### src/rtl/io_pkg.sv
// io_pkg: register offsets, FSM state type and default pin count for the IO port controller
package io_pkg;
  localparam int IO_WIDTH = 8;
  localparam logic [4:0] OFF_IN = 5'd0;
  localparam logic [4:0] OFF_OUT = 5'd4;
  localparam logic [4:0] OFF_DIR = 5'd8;
  localparam logic [4:0] OFF_IE = 5'd12;
  localparam logic [4:0] OFF_IS = 5'd16;
  localparam logic [4:0] OFF_EDGE = 5'd20;
  typedef enum logic [1:0] {IDLE, ACCESS, WAIT_DROP} io_state_t;
endpackage

### src/rtl/io_sync_edge.sv
// io_sync_edge: io_in -> SYNC_STAGES flop synchronizer -> synced; edge_sel (1 rise / 0 fall) -> edge_hit, masked for SYNC_STAGES cycles after reset
module io_sync_edge #(
  parameter int WIDTH = 8,
  parameter int SYNC_STAGES = 2
) (
  input  logic             clk,
  input  logic             rst_n,
  input  logic [WIDTH-1:0] io_in,
  input  logic [WIDTH-1:0] edge_sel,
  output logic [WIDTH-1:0] synced,
  output logic [WIDTH-1:0] edge_hit
);
  localparam int CW = $clog2(SYNC_STAGES + 1);
  logic [SYNC_STAGES-1:0][WIDTH-1:0] s_q, s_d;
  logic [CW-1:0] cnt_q, cnt_d;
  logic [WIDTH-1:0] rise, fall;
  always_comb begin
    s_d = {s_q[SYNC_STAGES-2:0], io_in};
    cnt_d = (cnt_q == CW'(SYNC_STAGES)) ? cnt_q : cnt_q + CW'(1);
  end
  always_ff @(posedge clk) begin
    if (!rst_n) begin
      s_q <= '0;
      cnt_q <= '0;
    end else begin
      s_q <= s_d;
      cnt_q <= cnt_d;
    end
  end
  assign synced = s_q[SYNC_STAGES-1];
  assign rise = s_q[SYNC_STAGES-2] & ~s_q[SYNC_STAGES-1];
  assign fall = ~s_q[SYNC_STAGES-2] & s_q[SYNC_STAGES-1];
  assign edge_hit = (cnt_q == CW'(SYNC_STAGES)) ? ((edge_sel & rise) | (~edge_sel & fall)) : '0;
endmodule

### src/rtl/io_port_ctrl.sv
// io_port_ctrl: bus-mapped IO port (req/we/adress/wdata -> ack/rdata/io_control; io_in -> io_out/io_oe/irq)
module io_port_ctrl
  import io_pkg::*;
#(
  parameter logic [31:0] BASE_ADDR = 32'd4,
  parameter int WIDTH = IO_WIDTH,
  parameter int SYNC_STAGES = 2
) (
  input  logic             clk,
  input  logic             rst_n,
  input  logic             req,
  input  logic             we,
  input  logic [31:0]      adress,
  input  logic [31:0]      wdata,
  output logic             ack,
  output logic [31:0]      rdata,
  output logic             io_control,
  input  logic [WIDTH-1:0] io_in,
  output logic [WIDTH-1:0] io_out,
  output logic [WIDTH-1:0] io_oe,
  output logic             irq
);
  io_state_t state_q, state_d;
  logic [WIDTH-1:0] out_q, out_d, dir_q, dir_d, ie_q, ie_d, is_q, is_d, edge_q, edge_d;
  logic [WIDTH-1:0] wdata_q, wdata_d, synced, edge_hit, rval;
  logic [4:0] off_q, off_d;
  logic we_q, we_d, ack_q, ack_d, ioc_q, ioc_d, irq_q, irq_d;
  logic [31:0] rdata_q, rdata_d, off;
  logic hit, start, wr, unused_wdata;
  io_sync_edge #(.WIDTH(WIDTH), .SYNC_STAGES(SYNC_STAGES)) u_sync (
    .clk(clk), .rst_n(rst_n), .io_in(io_in), .edge_sel(edge_q), .synced(synced), .edge_hit(edge_hit)
  );
  assign unused_wdata = ^wdata[31:WIDTH];
  always_comb begin
    off = adress - BASE_ADDR;
    hit = (off <= 32'd20) && (adress[1:0] == 2'b00);
    start = (state_q == IDLE) && req && hit;
    wr = (state_q == ACCESS) && we_q;
    rval = (off[4:0] == OFF_IN) ? synced :
           (off[4:0] == OFF_OUT) ? out_q :
           (off[4:0] == OFF_DIR) ? dir_q :
           (off[4:0] == OFF_IE) ? ie_q :
           (off[4:0] == OFF_IS) ? is_q :
           (off[4:0] == OFF_EDGE) ? edge_q : '0;
    state_d = (state_q == IDLE) ? (start ? ACCESS : IDLE) : (req ? WAIT_DROP : IDLE);
    ack_d = start;
    ioc_d = start && !we;
    rdata_d = (start && !we) ? 32'(rval) : '0;
    off_d = start ? off[4:0] : off_q;
    we_d = start ? we : we_q;
    wdata_d = start ? wdata[WIDTH-1:0] : wdata_q;
    out_d = (wr && off_q == OFF_OUT) ? wdata_q : out_q;
    dir_d = (wr && off_q == OFF_DIR) ? wdata_q : dir_q;
    ie_d = (wr && off_q == OFF_IE) ? wdata_q : ie_q;
    edge_d = (wr && off_q == OFF_EDGE) ? wdata_q : edge_q;
    is_d = (is_q & ~((wr && off_q == OFF_IS) ? wdata_q : '0)) | edge_hit;
    irq_d = |(is_q & ie_q);
  end
  always_ff @(posedge clk) begin
    if (!rst_n) begin
      state_q <= IDLE;
      {out_q, dir_q, ie_q, is_q, edge_q, wdata_q} <= '0;
      {off_q, we_q, ack_q, ioc_q, irq_q, rdata_q} <= '0;
    end else begin
      state_q <= state_d;
      out_q <= out_d;
      dir_q <= dir_d;
      ie_q <= ie_d;
      is_q <= is_d;
      edge_q <= edge_d;
      wdata_q <= wdata_d;
      off_q <= off_d;
      we_q <= we_d;
      ack_q <= ack_d;
      ioc_q <= ioc_d;
      irq_q <= irq_d;
      rdata_q <= rdata_d;
    end
  end
  assign ack = ack_q;
  assign io_control = ioc_q;
  assign rdata = rdata_q;
  assign io_out = out_q;
  assign io_oe = dir_q;
  assign irq = irq_q;
endmodule

### config.mk
export PLATFORM = sky130hd
export DESIGN_NAME = io_port_ctrl
export DESIGN_NICKNAME = d
export VERILOG_FILES = /design/src/rtl/io_pkg.sv /design/src/rtl/io_sync_edge.sv /design/src/rtl/io_port_ctrl.sv
export SDC_FILE = /design/constraint.sdc
export NUM_CORES = 1
export LEC_CHECK = 0
export CAP_MARGIN = 20
export CORE_MARGIN = 2
export CORE_UTILIZATION = 43
export DETAILED_ROUTE_END_ITERATION = 10
export PLACE_DENSITY = 0.77
export SLEW_MARGIN = 10
export SYNTH_ARGS = -nofsm -noshare
export SYNTH_HDL_FRONTEND = slang
export SYNTH_SLANG_ARGS = --single-unit
### constraint.sdc
create_clock -name clk -period 2.55 [get_ports clk]
set_input_delay 0.51 -clock clk [delete_from_list [all_inputs] [get_ports clk]]
set_output_delay 0.51 -clock clk [all_outputs]
set_load 0.005 [all_outputs]
Word-level counts from Yosys, hierarchy flattened:

Cells that the tools add are included.

* add/subtract/negate cells: 2
* $lt $le $gt $ge: 1
* equality and inequality tests: 12
* multiplexer cells: 11
* bitwise operators: 12
* reduce and logical (&&, ||, !) cells: 16

Operators with widths (count)
* 2-to-1 mux 8 bit: 8
* bitwise AND 8 bit: 6
* less-or-equal comparator 32 x 5 -> 1 bit (second input constant): 1
* inverter 8 bit: 4
* subtractor 32 x 3 -> 32 bit (second input constant): 1
* equality test 5 x 4 -> 1 bit (second input constant): 4
* equality test 5 bit (second input constant): 4
* bitwise OR 8 bit: 2
* equality test 5 x 3 -> 1 bit (second input constant): 2
* logical AND 1 bit: 10
* OR reduction 8 bit: 1
* logical NOT 5 bit: 1
* logical NOT 2 bit: 2
* 2-to-1 mux 2 bit: 2
* adder 2 x 1 -> 2 bit (second input constant): 1
* equality test 2 x 1 -> 1 bit (second input constant): 1
* equality test 2 bit (second input constant): 1
* AND reduction 2 bit: 1
* logical NOT 1 bit: 1
* 2-to-1 mux 1 bit: 1

* register bits: 109
* input bits: 76
* output and inout port bits: 51
* word-level logic and storage cells: 71

Longest topological paths before layout:

Gate-level depths: netlist of run 1.

* word-level depth: 8
* gate-level depth with buffers: 12

Cells and area by module:

From an unflattened synthesis of run 1, not the netlist that was laid out.

* cells, all modules: 473
* area total of the unflattened synthesis: 4256.6 um2

Modules (own cells, without submodules)
* io_port_ctrl: instances 1, cells each 405, area each 3540.9 um2, seq. area each 1341.3 um2
* io_sync_edge: instances 1, cells each 68, area each 715.7 um2, seq. area each 360.3 um2

Worst setup path after synthesis of run 1:

OpenSTA, ideal clock, no wires.

* path kind: in2reg
* start point: input port adress[3]
* end point: register rdata_q[0] (netlist: rdata[0])
* arrival: 2.571 ns
* required time: 2.489 ns
* slack: -0.081 ns
* stages: 10
* buffers on the path: 1
* path through: inv_1 -> ha_1 -> nor2b_1 -> nand4_1 -> buf_2 -> nor4_1 -> xnor2_1 -> o2111ai_4 -> nor4_4 -> o221a_1

* longest elaborated chain between the ends: 8

RTL lines
* from (decl): RTL line io_port_ctrl.sv:13 `input logic [31:0] adress,`
* subtractor 32 x 3 -> 32 bit *: RTL line io_port_ctrl.sv:35 `off = adress - BASE_ADDR;`
* parallel branches: the longest is 7 deep, another holds less-or-equal comparator 32 x 5 -> 1 bit
* to (signal assigned): RTL line io_port_ctrl.sv:77 `rdata_q <= rdata_d;`
* to (decl): RTL line io_port_ctrl.sv:28 `logic [31:0] rdata_q, rdata_d, off;`

Every way passes the cells marked *.
A chain may end at the register's enable or synchronous reset.

Final worst setup path of run 1:

* start point: input port adress[6]
* end point: register rdata_q[0] (netlist: rdata[0])

* longest elaborated chain between the ends: 6

RTL lines
* subtractor 32 x 3 -> 32 bit: RTL line io_port_ctrl.sv:35
* less-or-equal comparator 32 x 5 -> 1 bit: RTL line io_port_ctrl.sv:36 `hit = (off <= 32'd20) && (adress[1:0] == 2'b00);`
* logical AND 1 bit: RTL line io_port_ctrl.sv:36
* logical AND 1 bit: RTL line io_port_ctrl.sv:37 `start = (state_q == IDLE) && req && hit;`
* logical AND 1 bit: RTL line io_port_ctrl.sv:48 `rdata_d = (start && !we) ? 32'(rval) : '0;`
* AND reduction 2 bit (no line)

No other way between the ends.

==> results.sh, run 1 <==
export IMPL_n_antenna_cell=0
export IMPL_overflow=0
export IMPL_finalHoldViolations=0
export IMPL_rr_worst_depth=8
export IMPL_p_per_area_nw_per_um2=455
export IMPL_clockRootBuffer="clkbuf_8"
export IMPL_fmax_mhz=392
export IMPL_row_count=36
export IMPL_wirelength_mm=12.3
export IMPL_fin_util=0.616
export IMPL_setup_worst_path_start="adress[6]"
export IMPL_clkPwrFrac=0.346
export IMPL_avgViaCountPerCell=5.45
export IMPL_setup_viol=0
export IMPL_drt_iter0_drc=212
export IMPL_avgRoutedWirePerCell_um=16.0
export IMPL_core_area_um2=9680
export IMPL_critPathRequiredTime_ns=2.85
export IMPL_synth_edf_count=0
export IMPL_place_congestion=0.887
export IMPL_reg2reg_slack_ns=0.23
export IMPL_drive_gt1_frac=0.230
export IMPL_power_switching_uw=710
export IMPL_r2r_start="state_q[1]"
export IMPL_areaGrowthSynthToFinish_pct=41.0
export IMPL_power_frac_comb=0.145
export IMPL_firstDrtPassIters=5
export IMPL_cell_internal_pwr_mw=2.01
export IMPL_cts_htree_levels=3
export IMPL_drc=0
export IMPL_final_antenna_net_count=0
export IMPL_die_h_um=103
export IMPL_start_util=0.437
export IMPL_slew_violations=0
export IMPL_worst_pin_slew_ns=0.655
export IMPL_die_area_um2=10700
export IMPL_boundaryPins=127
export IMPL_r2r_end="rdata[0]"
export IMPL_cts_inserted_buffers=9
export IMPL_cp_start_kind="input pin"
export IMPL_synthTopCellsByCount="dfxtp_1, nor2_1, nand2_1, mux2i_1, o21ai_0"
export IMPL_ys_warn_count=0
export IMPL_synth_area_um2=4230
export IMPL_vias=4187
export IMPL_dp_hpwl_mm=8.66
export IMPL_grtUsageTotal=0.227
export IMPL_synthTopCellsByArea="dfxtp_1, mux2i_1, nor2_1"
export IMPL_rsz0062_at_grt="true"
export IMPL_io_buffer_count=78
export IMPL_cts_tree="built"
export IMPL_antenna_found_initial=0
export IMPL_cts_buffer_depth=2
export IMPL_maxCapViolations=0
export IMPL_end_kind="flip-flop"
export IMPL_synthCells=493
export IMPL_grt_max_degree=43
export IMPL_final_period_utilization=0.999
export IMPL_yosysUniqueCellTypes=59
export IMPL_ir_drop_mv=0.218
export IMPL_power_frac_seq=0.509
export IMPL_total_power_mw=2.72
export IMPL_synth_top_area_frac=0.402
export IMPL_finalClockSkew_ns=0.0159
export IMPL_worstPathMaxFanout=4
export IMPL_slew_headroom=0.562
export IMPL_fin_nets=712
export IMPL_grt_pass1_vias=4001
export IMPL_final_setup_tns_ns=0
export IMPL_status="finished, final reports clean"
export IMPL_synth_ff_type="dfxtp_1"
export IMPL_fin_crit_ns=2.55
export IMPL_ys_seq_area_frac=0.402
export IMPL_grt_pass1_wl_mm=18.9
export IMPL_clock_latency_ns=0.36
export IMPL_cts_num_sinks=85
export IMPL_yosysTopAreaCell="dfxtp_1"
export IMPL_regArea_um2=1700
export IMPL_synth_seq_cells=85
export IMPL_ys_async_sr_fraction=0
export IMPL_synth_most_common_cell="dfxtp_1"
export IMPL_arrival_ns=2.85
export IMPL_syn_mean_instance_area_um2=8.59
export IMPL_fillCellCount=831
export IMPL_cp_endpoint="rdata[0]"
export IMPL_clk_pin_slew_worst_paths_ns=0.09
export IMPL_multi_input_area_um2=2530
export IMPL_power_leakage_nw=2.57
export IMPL_critPathKind="input pin to flip-flop"
export IMPL_switching_share=0.262
export IMPL_min_path_type="flip-flop to flip-flop"
export IMPL_die_w_um=103
-- how the worst min path moves through the flow --
stage                    from               end  slack [ns]  cells after the start
2_1_floorplan            we_q              we_q        0.45                      2
3_3_place_gp             we_q              we_q        0.46                      2
3_5_place_dp             we_q              we_q        0.48                      2
4_1_cts                  we_q              we_q        0.49                      2
5_1_grt        u_sync.s_d[12]  u_sync.synced[4]        0.51                      1
6_report       u_sync.s_d[10]  u_sync.synced[2]        0.49                      1
-- sequential cells by signal (all words and copies together), names as in the netlist --
| name | flops |
|---|---|
| u_sync.synced | 8 |
| state_q | 2 |
| ack | 1 |
| io_out | 8 |
| u_sync.s_d | 8 |
| rdata | 8 |
| ie_q | 8 |
| off_q | 5 |
| irq | 1 |
| we_q | 1 |
| wdata_q | 8 |
| u_sync.cnt_q | 2 |
| io_oe | 8 |
| io_control | 1 |
| edge_q | 8 |
| is_q | 8 |
-- worst max-delay path: stages --
cell and delay, ns:
buf_8 0.10, or4_4 0.56, o41ai_4 0.34, o21a_1 0.19, and4_4 0.25, o2111ai_4 0.14, nor4_4 0.40, buf_4 0.21
o221a_1 0.16
-- through the flow --
stage	std cells	hold slack, ns	worst slack, ns	area (um2)
2_1_floorplan	516	0.450	-0.0347	4360
3_3_place_gp	737	0.458	-0.593	5500
4_1_cts	763	0.489	0.00171	5810
6_report	768	0.487	0.00156	5970
3_5_place_dp	737	0.476	-0.676	5500
5_1_grt	768	0.511	-0.0644	5970
-- cell families after synthesis --
logic type,Yosys count,synth area share
AND/OR/NAND/NOR,206,0.254
AO/OA/AOI/OAI,100,0.166
flip-flops,85,0.402
buffers and inverters,59,0.0757
multiplexers,33,0.0780
adder cells (fa/ha/maj),6,0.0177
XOR/XNOR,3,0.00621
other,1,0.000886
-- routing by layer --
metal  up-vias  global-route usage  routed length, um
met5         -                   0                  0
met1      1991               0.286               5190
met4         0              0.0648                215
met2       170               0.399               6120
li1       1999                   -                  -
met3        27              0.0430                750
-- power groups by stage --
stage / Clock, mW / Combinational [mW] / Sequential (mW)
finish: 0.941 / 0.394 / 1.38
global route: 0.999 / 0.429 / 1.39
CTS: 0.949 / 0.368 / 1.38
detailed placement: 0 / 0.366 / 1.41
global placement: 0 / 0.351 / 1.41
floorplan: 0 / 0.195 / 1.41
-- placed cells by master (no fill, tap or decap), drive strengths merged, types with 4 or more instances in the layout --
cell type	instances
o21ai	31
a22oi	12
and3	4
nand3	5
clkbuf	17
conb	24
inv	10
dlymetal6s2s	4
ha	6
a21oi	20
nor4b	5
nand4	11
and2	19
a221oi	8
dlygate4sd2	4
nor2	58
nand2b	4
nor3	12
nor4	9
clkinv	4
nand2	56
dfxtp	85
nand4b	6
mux2i	33
buf	80
a31oi	4
o221a	8
clkdlybuf4s50	56
-- what timing repair did --
item                                    4_1_cts  5_1_grt
gates cloned                                  1        0
setup buffers                                 9        5
hold buffers                                  0        0
gates resized for setup                      44       57
endpoints found under the setup margin       25       23
pin swaps                                    16       24
-- layout make-up --
type | count | share of cell area
multi-input cells | 372 | 0.424
flip-flops and latches | 85 | 0.285
repair buffers | 153 | 0.224
well taps | 133 | 0.0279
clock buffers | 9 | 0.0208
clock inverters | 7 | 0.0124
inverters | 9 | 0.00566
No activity file was read; power rests on OpenSTA's default activity.
==> run 2, diff against run 1 <==
- TNS_END_PERCENT: default -> 20
==> run 2 against run 1 <==
Effect of this change: the run now ends with negative setup slack left; fmax shrank 0.30%; sequential share of layout area barely moved; first-iteration DRC count is 11% higher; combinational power is essentially flat; critical endpoint unchanged; largest cell class unchanged; largest power group unchanged; highest routed layer unchanged.
==> results.sh, run 2 (synthesis results as in run 1) <==
export IMPL_grt_max_degree=43
export IMPL_avgRoutedWirePerCell_um=16.0
export IMPL_firstDrtPassIters=5
export IMPL_finalWorstSetupSlack_ns=-0.00611
export IMPL_cp_start_kind="input pin"
export IMPL_row_count=36
export IMPL_overflow=0
export IMPL_boundaryPins=127
export IMPL_antenna_found_initial=0
export IMPL_areaGrowthSynthToFinish_pct=40.9
export IMPL_vias=4253
export IMPL_status="complete, but fails checks"
export IMPL_place_congestion=0.887
export IMPL_grtUsageTotal=0.227
export IMPL_critPathRequiredTime_ns=2.85
export IMPL_fin_nets=712
export IMPL_die_area_um2=10700
export IMPL_cts_num_sinks=85
export IMPL_slew_headroom=0.553
export IMPL_finalHoldViolations=0
export IMPL_ir_drop_mv=0.218
export IMPL_slew_violations=0
export IMPL_start_util=0.437
export IMPL_end_kind="flip-flop"
export IMPL_worst_pin_slew_ns=0.668
export IMPL_avgViaCountPerCell=5.54
export IMPL_critPathKind="input pin to flip-flop"
export IMPL_cts_htree_levels=3
export IMPL_r2r_start="state_q[1]"
export IMPL_cts_buffer_depth=2
export IMPL_power_leakage_nw=2.57
export IMPL_final_period_utilization=1.00
export IMPL_clock_latency_ns=0.36
export IMPL_cts_tree="built"
export IMPL_whs_path_depth=1
export IMPL_maxCapViolations=0
export IMPL_hp_start="u_sync.s_d[10]"
export IMPL_setup_worst_path_start="adress[6]"
export IMPL_setup_viol=3
export IMPL_grt_pass1_vias=4001
export IMPL_arrival_ns=2.86
export IMPL_rr_worst_depth=8
export IMPL_p_per_area_nw_per_um2=456
export IMPL_finalClockSkew_ns=0.0149
export IMPL_die_h_um=103
export IMPL_io_buffer_count=78
export IMPL_final_cell_mix="dfxtp_1, buf_4, nor2_1"
export IMPL_fin_crit_ns=2.56
export IMPL_grt_pass1_wl_mm=18.9
export IMPL_postCtsHoldBufs=0
export IMPL_fmax_mhz=391
export IMPL_total_power_mw=2.72
export IMPL_pre_cts_ws_ns=-0.676
export IMPL_core_area_um2=9680
export IMPL_cts_inserted_buffers=9
export IMPL_drive_gt1_frac=0.228
export IMPL_worstPathMaxFanout=4
export IMPL_final_antenna_net_count=0
export IMPL_clk_pin_slew_worst_paths_ns=0.09
export IMPL_n_antenna_cell=0
export IMPL_min_path_type="flip-flop to flip-flop"
export IMPL_die_w_um=103
export IMPL_wirelength_mm=12.3
export IMPL_dp_hpwl_mm=8.66
export IMPL_violations="negative setup slack"
export IMPL_drt_iter0_drc=236
export IMPL_clockRootBuffer="clkbuf_8"
export IMPL_drc=0
export IMPL_final_common_cell="dfxtp_1"
export IMPL_rsz0062_at_grt="true"
==> run 2: through the flow <==
stage               TNS (ns)  hold slack (ns)  std cells  cell area (um2)  utilization
floorplan             -0.277            0.450        516             4360            -
global placement      -13.36            0.458        737             5500        0.568
detailed placement    -15.51            0.476        737             5500        0.568
CTS                        0            0.489        763             5810        0.600
global route          -0.444            0.511        768             5960        0.616
finish               -0.0101            0.487        768             5960        0.616
==> run 2: path summary, 6_finish.rpt <==
| path | end | slack, ns |
|---|---|---|
| worst max-delay path | rdata[0] | -0.006 |
| worst min-delay path | u_sync.synced[2] | 0.49 |
| worst max register to register | rdata[0] | 0.23 |
| worst min register to register | u_sync.synced[2] | 0.49 |
==> run 2: critical path: stages <==
cell,delay (ns)
buf_8,0.10
or4_4,0.56
o41ai_4,0.34
o21a_1,0.19
and4_4,0.25
o2111ai_4,0.14
nor4_4,0.40
buf_4,0.21
o221a_1,0.16
==> run 2: power by group <==
group          internal, mW  switching [mW]
sequential             1.36          0.0224
combinational         0.191           0.201
clock                 0.456           0.487
==> run 2: layout make-up <==
cell class	count	area, um2
Fill cell	834	3720
Multi-Input combinational cell	372	2520
Sequential cell	85	1700
Timing Repair Buffer	153	1340
Tap cell	133	166
Clock buffer	9	124
Clock inverter	7	73.8
Inverter	9	33.8
==> run 2: what timing repair did <==
item | CTS | global route
resized for setup | 44 | 56
pin swaps | 16 | 23
buffers inserted | 9 | 5
cloned | 1 | 0
endpoints found under the setup margin | 25 | 23
==> run 2: routing by layer <==
layer | vias to the layer above | GRT usage | wire length, um
li1 | 2002 | - | -
met1 | 2051 | 0.286 | 5230
met2 | 179 | 0.399 | 6140
met3 | 21 | 0.0430 | 749
met4 | 0 | 0.0648 | 189
met5 | - | 0 | 0
==> run 3, diff against run 2 <==
- CAP_MARGIN: 20 -> default
- CORE_UTILIZATION: 43 -> 47
- PLACE_DENSITY: 0.77 -> 0.8
- clock period: 2.55 -> 2.45 ns (I/O delays scaled with it)
==> run 3 against run 2 <==
Effect of this change: the run still ends with negative setup slack left; worst hold slack better by 0.00057 ns; power grew 12%; global-route usage is 1.7 points higher; first-iteration DRC count rose by 58%; clock skew decreased by 0.0082 ns; largest cell class unchanged.
==> results.sh, run 3 (synthesis results as in run 1) <==
export IMPL_drt_iter0_drc=372
export IMPL_firstDrtPassIters=7
export IMPL_drc=0
export IMPL_final_cell_mix="dfxtp_1, buf_4, clkdlybuf4s50_1"
export IMPL_drive_gt1_frac=0.233
export IMPL_finalClockSkew_ns=0.00665
export IMPL_start_util=0.485
export IMPL_boundaryPins=127
export IMPL_grt_pass1_vias=4082
export IMPL_cts_htree_levels=3
export IMPL_die_h_um=98.9
export IMPL_post_place_cells=722
export IMPL_total_power_mw=3.05
export IMPL_placed_cell_area_um2=5530
export IMPL_fillCellCount=665
export IMPL_wirelength_mm=12.1
export IMPL_final_period_utilization=1.05
export IMPL_slew_violations=0
export IMPL_finalHoldViolations=0
export IMPL_avgViaCountPerCell=5.67
export IMPL_vias=4273
export IMPL_multi_input_area_um2=2440
export IMPL_postCtsHoldBufs=0
export IMPL_min_path_type="flip-flop to flip-flop"
export IMPL_clock_latency_ns=0.35
export IMPL_final_common_cell="dfxtp_1"
export IMPL_die_w_um=98.9
export IMPL_fin_nets=722
export IMPL_critPathKind="input pin to flip-flop"
export IMPL_final_antenna_net_count=0
export IMPL_cp_start_kind="input pin"
export IMPL_stdcell_area_um2=5970
export IMPL_instances_no_fill=753
export IMPL_setup_viol=10
export IMPL_grt_max_degree=58
export IMPL_finalWorstSetupSlack_ns=-0.114
export IMPL_cts_tree="built"
export IMPL_die_area_um2=9780
export IMPL_hp_start="off_q[0]"
export IMPL_status="complete, but fails checks"
export IMPL_setup_worst_path_start="adress[17]"
export IMPL_critPathRequiredTime_ns=2.75
export IMPL_cts_buffer_depth=2
export IMPL_fin_crit_ns=2.56
export IMPL_antenna_found_initial=0
export IMPL_dp_hpwl_mm=8.38
export IMPL_grtUsageTotal=0.244
export IMPL_core_area_um2=8720
export IMPL_arrival_ns=2.86
export IMPL_fmax_mhz=390
export IMPL_n_antenna_cell=0
export IMPL_p_per_area_nw_per_um2=510
export IMPL_avgRoutedWirePerCell_um=16.0
export IMPL_worst_pin_slew_ns=0.638
export IMPL_violations="negative setup slack"
export IMPL_place_congestion=0.910
export IMPL_power_leakage_nw=2.59
export IMPL_row_count=34
export IMPL_pre_cts_ws_ns=-0.781
export IMPL_end_kind="flip-flop"
export IMPL_rsz0062_at_grt="true"
export IMPL_ir_drop_mv=0.351
export IMPL_cts_num_sinks=85
export IMPL_overflow=0
export IMPL_areaGrowthSynthToFinish_pct=40.9
export IMPL_clk_pin_slew_worst_paths_ns=0.08
export IMPL_maxCapViolations=0
export IMPL_r2r_start="state_q[0]"
export IMPL_io_buffer_count=78
export IMPL_worstPathMaxFanout=4
export IMPL_cts_inserted_buffers=9
export IMPL_fin_util=0.684
export IMPL_regArea_um2=1700
export IMPL_slew_headroom=0.573
export IMPL_grt_pass1_wl_mm=19.3
export IMPL_clockRootBuffer="clkbuf_8"
[run 3: cell types whose count changed in the layout (fill, tap and decap cells not counted), sizes merged]
cell	change
clkdlybuf4s50	+2
buf	+10
bufinv	+2
dlygate4sd2	+3
clkdlybuf4s15	-1
dlymetal6s2s	-4
clkinv	-4
clkbuf	+2
[run 3: cell type report]
class	instances	share of cell area
Clock inverter	5	0.0178
Inverter	9	0.00566
Timing Repair Buffer	163	0.236
Multi-Input combinational cell	372	0.409
Sequential cell	85	0.285
Tap cell	108	0.0227
Clock buffer	11	0.0237
[run 3: repair_timing]
action / in CTS / in global routing
endpoints found under the setup margin: 25 / 25
pin swaps: 20 / 14
buffers inserted: 13 / 1
cloned: 1 / 0
gates resized for setup: 54 / 33
[run 3: metrics by stage]
step           TNS (ns)  hold WS, ns
2_1_floorplan    -0.960        0.450
3_3_place_gp     -15.24        0.466
3_5_place_dp     -16.45        0.472
4_1_cts           -1.65        0.489
5_1_grt           -2.38        0.496
6_report         -0.906        0.488
[run 3: metal layers]
| metal | up-vias | part of all wire | global-route usage |
|---|---|---|---|
| met5 | - | 0 | 0 |
| met4 | 0 | 0.021 | 0.0727 |
| met3 | 29 | 0.067 | 0.0468 |
| met2 | 184 | 0.49 | 0.416 |
| met1 | 2037 | 0.42 | 0.314 |
| li1 | 2023 | - | - |
[run 3: path summary, 6_finish.rpt]
| check | end | slack [ns] | cells past startpoint |
|---|---|---|---|
| hold / removal | off_q[0] | 0.49 | 1 |
| hold reg to reg | off_q[0] | 0.49 | 1 |
| setup / recovery | rdata[2] | -0.11 | 9 |
| setup reg to reg | io_oe[6] | 0.29 | 5 |
[run 3: power by group]
| part | internal [mW] | switching [mW] |
|---|---|---|
| clock network | 0.709 | 0.496 |
| registers | 1.41 | 0.0231 |
| logic | 0.202 | 0.200 |
| total | 2.33 | 0.719 |
[run 3: worst max-delay path, cell delays in order]
cell	delay, ns
buf_6	0.09
or4_4	0.53
or4b_4	0.55
nor3_2	0.13
or3b_4	0.17
nand3_2	0.12
nor4_4	0.42
buf_4	0.21
o221a_1	0.16
